===== src/rtl/be8_pkg.sv =====
// Shared definitions for the 8-bit CPU control path: opcodes, step count
// and the packed control word driven towards the bus mux and datapath.
package be8_pkg;

  localparam int NSTEPS_DEF = 5;

  localparam logic [3:0] OP_NOP = 4'h0;
  localparam logic [3:0] OP_LDA = 4'h1;
  localparam logic [3:0] OP_ADD = 4'h2;
  localparam logic [3:0] OP_SUB = 4'h3;
  localparam logic [3:0] OP_STA = 4'h4;
  localparam logic [3:0] OP_LDI = 4'h5;
  localparam logic [3:0] OP_JMP = 4'h6;
  localparam logic [3:0] OP_JC  = 4'h7;
  localparam logic [3:0] OP_JZ  = 4'h8;
  localparam logic [3:0] OP_INP = 4'h9;
  localparam logic [3:0] OP_OUT = 4'hE;
  localparam logic [3:0] OP_HLT = 4'hF;

  // Eight active-low bus enables followed by eleven active-high strobes.
  typedef struct packed {
    logic don, aon, bon, ion, con, eon, ron, non;
    logic mi, ri, ii, ai, bi, oi, ce, j, fi, su, hlt;
  } ctrl_t;

  localparam ctrl_t CTRL_EMPTY = ctrl_t'({8'hFF, 11'h000});

  function automatic logic ctrl_is_empty(input ctrl_t c);
    return c == CTRL_EMPTY;
  endfunction

endpackage


===== src/rtl/microcode_rom.sv =====
// Combinational microcode decode: (opcode, micro-step, flags) -> control word.
// Fetch occupies steps 0-1 for every opcode; execute words live in steps 2-4.
module microcode_rom
  import be8_pkg::*;
#(
  parameter int STEP_W = 3
) (
  input  logic [3:0]        i_opcode,
  input  logic [STEP_W-1:0] i_step,
  input  logic              i_cf,
  input  logic              i_zf,
  output ctrl_t             o_ctrl
);

  always_comb begin
    o_ctrl = CTRL_EMPTY;
    case (i_step)
      STEP_W'(0): begin
        o_ctrl.con = 1'b0;
        o_ctrl.mi  = 1'b1;
      end
      STEP_W'(1): begin
        o_ctrl.ron = 1'b0;
        o_ctrl.ii  = 1'b1;
        o_ctrl.ce  = 1'b1;
      end
      STEP_W'(2): begin
        case (i_opcode)
          OP_LDA, OP_ADD, OP_SUB, OP_STA: begin
            o_ctrl.ion = 1'b0;
            o_ctrl.mi  = 1'b1;
          end
          OP_LDI: begin
            o_ctrl.ion = 1'b0;
            o_ctrl.ai  = 1'b1;
          end
          OP_JMP: begin
            o_ctrl.ion = 1'b0;
            o_ctrl.j   = 1'b1;
          end
          OP_JC: if (i_cf) begin
            o_ctrl.ion = 1'b0;
            o_ctrl.j   = 1'b1;
          end
          OP_JZ: if (i_zf) begin
            o_ctrl.ion = 1'b0;
            o_ctrl.j   = 1'b1;
          end
          OP_INP: begin
            o_ctrl.non = 1'b0;
            o_ctrl.ai  = 1'b1;
          end
          OP_OUT: begin
            o_ctrl.aon = 1'b0;
            o_ctrl.oi  = 1'b1;
          end
          OP_HLT: o_ctrl.hlt = 1'b1;
          default: ;
        endcase
      end
      STEP_W'(3): begin
        case (i_opcode)
          OP_LDA: begin
            o_ctrl.ron = 1'b0;
            o_ctrl.ai  = 1'b1;
          end
          OP_ADD, OP_SUB: begin
            o_ctrl.ron = 1'b0;
            o_ctrl.bi  = 1'b1;
          end
          OP_STA: begin
            o_ctrl.aon = 1'b0;
            o_ctrl.ri  = 1'b1;
          end
          default: ;
        endcase
      end
      STEP_W'(4): begin
        if (i_opcode == OP_ADD || i_opcode == OP_SUB) begin
          o_ctrl.eon = 1'b0;
          o_ctrl.ai  = 1'b1;
          o_ctrl.fi  = 1'b1;
          o_ctrl.su  = (i_opcode == OP_SUB);
        end
      end
      default: ;
    endcase
  end

endmodule


===== src/rtl/microcode_sequencer.sv =====
// CPU control unit: micro-step counter, halt latch and debug/reset override.
// Optional SEQ_EARLY_RESET_EN: skip idle execute steps by looking ahead one step.
module microcode_sequencer
  import be8_pkg::*;
#(
  parameter int NSTEPS = NSTEPS_DEF
) (
  input  logic                      clk,
  input  logic                      rst_n,
  input  logic                      ENA,
  input  logic                      DBG,
  input  logic [3:0]                OPCODE,
  input  logic                      CF,
  input  logic                      ZF,
  output logic                      DOn,
  output logic                      AOn,
  output logic                      BOn,
  output logic                      IOn,
  output logic                      COn,
  output logic                      EOn,
  output logic                      ROn,
  output logic                      NOn,
  output logic                      MI,
  output logic                      RI,
  output logic                      II,
  output logic                      AI,
  output logic                      BI,
  output logic                      OI,
  output logic                      CE,
  output logic                      J,
  output logic                      FI,
  output logic                      SU,
  output logic                      HALTED,
  output logic [$clog2(NSTEPS)-1:0] STEP
);

  localparam int STEP_W = $clog2(NSTEPS);

  logic [STEP_W-1:0] r_step;
  logic              r_halted;
  ctrl_t             w_rom;
  ctrl_t             w_ctrl;
  logic              w_last;
  logic              w_early;
  logic [STEP_W-1:0] w_step_next;

  microcode_rom #(.STEP_W(STEP_W)) u_rom (
    .i_opcode (OPCODE),
    .i_step   (r_step),
    .i_cf     (CF),
    .i_zf     (ZF),
    .o_ctrl   (w_rom)
  );

  assign w_last = (r_step == STEP_W'(NSTEPS - 1));

`ifdef SEQ_EARLY_RESET_EN
  logic [STEP_W-1:0] w_step_inc;
  ctrl_t             w_rom_nxt;

  assign w_step_inc = r_step + STEP_W'(1);

  microcode_rom #(.STEP_W(STEP_W)) u_rom_nxt (
    .i_opcode (OPCODE),
    .i_step   (w_step_inc),
    .i_cf     (CF),
    .i_zf     (ZF),
    .o_ctrl   (w_rom_nxt)
  );

  // Fetch always runs to T2; only execute steps may end the instruction early.
  assign w_early = (r_step >= STEP_W'(2)) && !w_last && ctrl_is_empty(w_rom_nxt);
`else
  assign w_early = 1'b0;
`endif

  assign w_step_next = (w_last || w_early) ? '0 : r_step + STEP_W'(1);

  // Override priority: reset, then debug, then halt, then the decoded word.
  always_comb begin
    w_ctrl = CTRL_EMPTY;
    if (!rst_n) begin
      w_ctrl = CTRL_EMPTY;
    end else if (DBG) begin
      w_ctrl.don = 1'b0;
    end else if (!r_halted) begin
      w_ctrl = w_rom;
    end
  end

  always_ff @(posedge clk or negedge rst_n) begin
    if (!rst_n) begin
      r_step   <= '0;
      r_halted <= 1'b0;
    end else if (ENA && !DBG && !r_halted) begin
      r_step <= w_step_next;
      if (w_ctrl.hlt) r_halted <= 1'b1;
    end
  end

  assign {DOn, AOn, BOn, IOn, COn, EOn, ROn, NOn} =
    {w_ctrl.don, w_ctrl.aon, w_ctrl.bon, w_ctrl.ion,
     w_ctrl.con, w_ctrl.eon, w_ctrl.ron, w_ctrl.non};
  assign {MI, RI, II, AI, BI, OI, CE, J, FI, SU} =
    {w_ctrl.mi, w_ctrl.ri, w_ctrl.ii, w_ctrl.ai, w_ctrl.bi,
     w_ctrl.oi, w_ctrl.ce, w_ctrl.j, w_ctrl.fi, w_ctrl.su};
  assign HALTED = r_halted;
  assign STEP   = r_step;

endmodule


===== config.mk =====
export PLATFORM = sky130hd
export DESIGN_NAME = microcode_sequencer
export DESIGN_NICKNAME = d
export VERILOG_FILES = /design/src/rtl/be8_pkg.sv /design/src/rtl/microcode_rom.sv /design/src/rtl/microcode_sequencer.sv
export SDC_FILE = /design/constraint.sdc
export NUM_CORES = 1
export LEC_CHECK = 0
export ABC_CLOCK_PERIOD_IN_PS = 3400
export CORE_AREA = 2 2 42 44
export CTS_BUF_LIST = sky130_fd_sc_hd__clkbuf_2 sky130_fd_sc_hd__clkbuf_4 sky130_fd_sc_hd__clkbuf_8
export CTS_CLUSTER_DIAMETER = 40
export DETAILED_ROUTE_END_ITERATION = 10
export DIE_AREA = 0 0 44 46
export PLACE_DENSITY = 0.89
export SYNTH_ARGS = -nofsm -noshare
export SYNTH_HDL_FRONTEND = slang
export SYNTH_HIERARCHICAL = 1
export SYNTH_SLANG_ARGS = --single-unit

===== constraint.sdc =====
create_clock -name clk -period 3.4 [get_ports clk]
set_clock_uncertainty 0.2 [all_clocks]
set_input_delay 0.68 -clock clk [delete_from_list [all_inputs] [get_ports clk]]
set_output_delay 0.68 -clock clk [all_outputs]
set_load 0.005 [all_outputs]

# Yosys cells after proc, flatten, opt, wreduce, memory -nomap -nowiden
# Cells that the tools add are included.
dict set report word_totals {
  output_inout_bits 22
  in_bits 10
  ram_bits 0
  n_memories 0
  latchBits 0
  word_cells 70
  ff_bits 4
  romBits 0
}
dict set report op_classes {
  mux 40
  n_reduce_logical 12
  multipliers 0
  addsub 1
  n_div 0
  bitwise 0
  eq_ne 15
  shift 0
  n_lt_le_gt_ge 0
}
# op count
set ops {}
lappend ops {{2-to-1 mux 18 bit} 2}
lappend ops {{2-to-1 mux 1 bit} 28}
lappend ops {{2-to-1 mux 19 bit} 1}
lappend ops {{== test 4 x 3 -> 1 bit, second input constant} 4}
lappend ops {{== test 4 bit, second input constant} 4}
lappend ops {{case mux 1 bit (3 select lines)} 3}
lappend ops {{== test 4 x 2 -> 1 bit, second input constant} 2}
lappend ops {{== test 3 x 2 -> 1 bit, second input constant} 2}
lappend ops {{case mux 1 bit (2 select lines)} 3}
lappend ops {{OR reduction 6 bit} 1}
lappend ops {{== test 4 x 1 -> 1 bit, second input constant} 1}
lappend ops {{2-to-1 mux 2 bit} 2}
lappend ops {{OR reduction 2 bit} 2}
lappend ops {{OR reduction 4 bit} 1}
lappend ops {{adder 3 x 1 -> 3 bit, second input constant} 1}
lappend ops {{== test 3 x 1 -> 1 bit, second input constant} 1}
lappend ops {{== test 3 bit, second input constant} 1}
lappend ops {{zero test 3 bit} 1}
lappend ops {{2-to-1 mux 3 bit} 1}
lappend ops {{OR reduction 3 bit} 1}
lappend ops {{logical AND 1 bit} 2}
lappend ops {{zero test 1 bit} 2}
lappend ops {{AND reduction 2 bit} 1}
lappend ops {{logical OR 1 bit} 1}

# Logic depth before layout (Yosys ltp)
# Gate-level depths: netlist of the first run.
dict set report logic_depth {
  word_depth 8
  mapped_depth 5
  ltp_nobuf 5
}

# Cells and area by module
# The synthesis of the first run kept the hierarchy.
# mod seq_area_each_um2 area_per_inst_um2 instances cells_each
set by_module_without_submodules {}
lappend by_module_without_submodules {microcode_sequencer 100.1 355.3 1 40}
lappend by_module_without_submodules {microcode_rom 0.0 294.0 1 51}

# Worst setup path after synthesis of the first run
# OpenSTA, ideal clock, no wires.
dict set report synth_timing {
  path_kind {input port to output port}
  startpoint {input port OPCODE[1]}
  endpoint {output port IOn}
  path_buffers 1
  stages 5
  slack_ps 983
  t_required_ps 2520
  arrival_time_ps 1537
  path_cell_list {buf_2 > nor3_1 > and3_1 > o21bai_1 > or2b_1}
}
# element line
set synth_lines {}
lappend synth_lines {{start: declaration} microcode_sequencer.sv:12} ;# input logic [3:0] OPCODE,
lappend synth_lines {{end: declaration} microcode_sequencer.sv:18} ;# output logic IOn,

==> results.tsv, run 1 <==
stage	metric	value	unit
run_status	outcome	completed	
critical_path	rrSetupSlack	1720	ps
yosys	yosys_register_bits	4	
power	p_seq_share	27.2	%
grt	grt_overflow	0	
worst_hold_path	hold_path.startpoint	HALTED$_DFFE_PN0P_	
placement	pre_cts_ws	-24.4	ps
cts	cts_hold_buf	0	
cells_and_area	filler_cell_count	141	
cts	clockBufferDepth	2	
critical_path	cp.arrival	2460	ps
sta	setup_violations	0	
critical_path	worst-r2r-cell-count	4	
power	switchingPower	172	µW
cts	clockRootBuffer	clkbuf_4	
drt	drtAntennaViolNets	0	
die	dieArea	2020	µm²
critical_path	cp.required	2520	ps
cts	insertion_delay	250	ps
die	pin_count	32	
power	switching_share	41.7	%
worst_hold_path	hold_depth	1	
yosys	seq_area_frac_synth	15.4	%
critical_path	critical_path.max_fanout	10	
cts	cts_tree	done	
placement	hpwl	1230	µm
critical_path	start_kind	input port	
cells_and_area	final-seq-area	100	µm²
cts	cts_buffers	3	
grt	grt.total_usage	18.4	%
yosys	ys_warn_count	6	
drt	via_per_inst	5.27	
power	power.total	411	µW
cts	numClockSinks	4	
cells_and_area	area_delta_synth_final	60.3	%
cells_and_area	multi_input_area	504	µm²
die	die_h	46	µm
worst_hold_path	min_to	HALTED$_DFFE_PN0P_	
cells_and_area	drive_gt1_share	12.7	%
critical_path	reg2reg_to	HALTED$_DFFE_PN0P_	
power	p_per_area	395	nW/µm²
drt	drc	0	
die	initial_core_util	40.2	%
yosys	synthesis.area	649	µm²
cts	ctsHtreeMaxLevel	1	
sta	layout_worst_path_cycle_share	98.1	%
grt	grt_pass1_wl	2620	µm
sta	timing.fmax	300	MHz
job	drv_cap	0	
grt	grt_pass1_vias	637	
yosys	ys_types	34	
die	num_rows	15	
power	power.share.clock	15.7	%
drt	totalWireLength	1770	µm
placement	globalplace.congestion	0.770	
sta	rsz0062_at_grt	true	
grt	antenna_found_initial	0	
placement	port_buffers	30	
power	worst_ir_drop_vdd	0.000322	V
yosys	synth_area_per_cell	7.14	µm²
drt	drt-initial-drc-count	14	
sta	finalWorstSetupSlack	64.0	ps
critical_path	reg2reg_from	STEP[1]$_DFFE_PN0P_	
worst_hold_path	hold_class	reg2reg	
sta	period_minus_slack	3340	ps
drt	drt_pre_antenna_iters	4	
power	p_int	240	µW
grt	grt_start_max_net_pins	18	
critical_path	crit_type	in2out	
critical_path	cp-end-kind	output pin	
drt	vias	753	
sta	hold_violations	0	
drt	routedWlPerCell	12.3	µm
yosys	syn_inst	91	
sta	drv_slew	0	
die	core	1610	µm²
power	p_comb_share	57.1	%
cells_and_area	fin_nets	140	
cts	path_clk_slew	40	ps
power	leakage	0.000454	µW
die	die_w	44	µm
cells_and_area	diodes	0	
[how the worst max path moves through the flow]
stage	from	to	slack, ps
after floorplan	OPCODE[1]	IOn	980
after detailed placement	OPCODE[1]	IOn	-20
after global placement	OPCODE[1]	IOn	40
after CTS	OPCODE[3]	AI	-2
after global routing	OPCODE[1]	IOn	-60
final	OPCODE[1]	IOn	60
[kinds of logic (layout without fill, tap and decap cells)]
family                     count (synthesis)  in the layout  synth area share (%)
and+or+nand+nor                           52             52                  50.5
AOI/OAI and AO/OA                         18             18                  17.9
buffers and inverters                     13             47                  10.4
DFF                                        4              4                  15.4
adders and majority gates                  2              2                  3.85
other                                      1              2                 0.577
xor gates and xnor gates                   1              1                  1.35
[timing repair]
item / in CTS / in global routing
pin swaps: 0 / 2
buffers inserted: 0 / 2
setup endpoints to repair: 2 / 4
resized for setup: 3 / 6
[cells in the final DEF, fill, tap and decap left out, types with 2 or more instances in the layout]
cell type / Yosys / final
a21oi_1: 2 / 2
and2_1: 10 / 10
buf_4: 4 / 6
buf_6: 0 / 2
clkbuf_4: 0 / 3
clkdlybuf4s50_1: 0 / 26
conb_1: 1 / 2
dfrtp_1: 4 / 4
dlygate4sd2_1: 0 / 2
dlymetal6s2s_1: 0 / 2
ha_1: 2 / 2
inv_1: 6 / 6
nand2_1: 6 / 6
nand2b_1: 3 / 3
nand4_1: 2 / 2
nor2_1: 10 / 10
nor2b_1: 3 / 3
nor3b_4: 2 / 2
o21ai_0: 7 / 7
or2b_1: 6 / 6
[cells in the mapped netlist (all sizes together)]
master | number | area [µm²]
and2 | 10 | 62.6
nor2 | 10 | 37.5
o21ai | 8 | 40.0
buf | 7 | 45.0
inv | 6 | 22.5
nand2 | 6 | 22.5
or2b | 6 | 45.0
dfrtp | 4 | 100
nand2b | 3 | 18.8
nor2b | 3 | 18.8
nor3b | 3 | 50.1
a21oi | 2 | 10.0
ha | 2 | 25.0
nand4 | 2 | 12.5
nor3 | 2 | 10.0
o41ai | 2 | 17.5
a211oi | 1 | 7.51
a22o | 1 | 8.76
a41o | 1 | 10.0
and3 | 1 | 6.26
and3b | 1 | 8.76
conb | 1 | 3.75
nand3 | 1 | 5.00
nand3b | 1 | 7.51
nor4 | 1 | 6.26
o21a | 1 | 7.51
o21bai | 1 | 7.51
o31ai | 1 | 7.51
or3 | 1 | 6.26
or4b | 1 | 10.0
xor2 | 1 | 8.76
[critical path, stage by stage]
cell and delay (ps):
clkdlybuf4s50_1 450, buf_6 160, nor3_4 190, and3_1 210, o21bai_1 100, or2b_1 220
clkdlybuf4s50_1 440
[routing by layer]
layer | GRT usage [%] | vias to the layer above | wire length, µm
met3 | 2.38 | 4 | 88
met1 | 19.0 | 342 | 670
li1 | - | 382 | -
met4 | 15.2 | 0 | 33
met5 | 0 | - | 0
met2 | 32.9 | 25 | 974
[metrics by stage]
step / cells / setup TNS [ps] / area [µm²] / util, % / hold slack (ps)
2_1_floorplan: 92 / 0 / 653 / - / 184
3_3_place_gp: 138 / 0 / 975 / 60.4 / 430
3_5_place_dp: 138 / -24.4 / 975 / 60.4 / 431
4_1_cts: 141 / -2.29 / 1000 / 61.9 / 445
5_1_grt: 143 / -56.5 / 1040 / 64.5 / 466
6_report: 143 / 0 / 1040 / 64.5 / 439
[registers in the layout (all words and copies together), names as in the netlist]
signal,count
HALTED,1
STEP,3
[final cells by class]
| cell class | instances | share of cell area [%] |
|---|---|---|
| multi-input cells | 75 | 48.4 |
| clock buffers | 3 | 2.16 |
| repair buffers | 38 | 35.6 |
| well taps | 17 | 2.04 |
| flip-flops and latches | 4 | 9.62 |
| inverters | 6 | 2.16 |
[power by group through the flow]
| stage | Clock [µW] | Sequential (µW) | Combinational, µW |
|---|---|---|---|
| 3_5_place_dp | 0 | 112 | 226 |
| 2_1_floorplan | 0 | 102 | 137 |
| 5_1_grt | 68.6 | 118 | 259 |
| 6_report | 64.7 | 112 | 235 |
| 3_3_place_gp | 0 | 108 | 217 |
| 4_1_cts | 67.4 | 112 | 227 |
Note: power is estimated with default switching activity, not from simulation.
==> run 2: changes to the inputs <==
--- a/config.mk
+++ b/config.mk
@@ -11,6 +11,7 @@
 export CTS_CLUSTER_DIAMETER = 40
 export DETAILED_ROUTE_END_ITERATION = 10
 export DIE_AREA = 0 0 44 46
+export HOLD_SLACK_MARGIN = 0.05
 export PLACE_DENSITY = 0.89
 export SYNTH_ARGS = -nofsm -noshare
 export SYNTH_HDL_FRONTEND = slang
==> results of run 2 <==
Same layout as run 1: the final DEF is identical, and so are final timing and power.
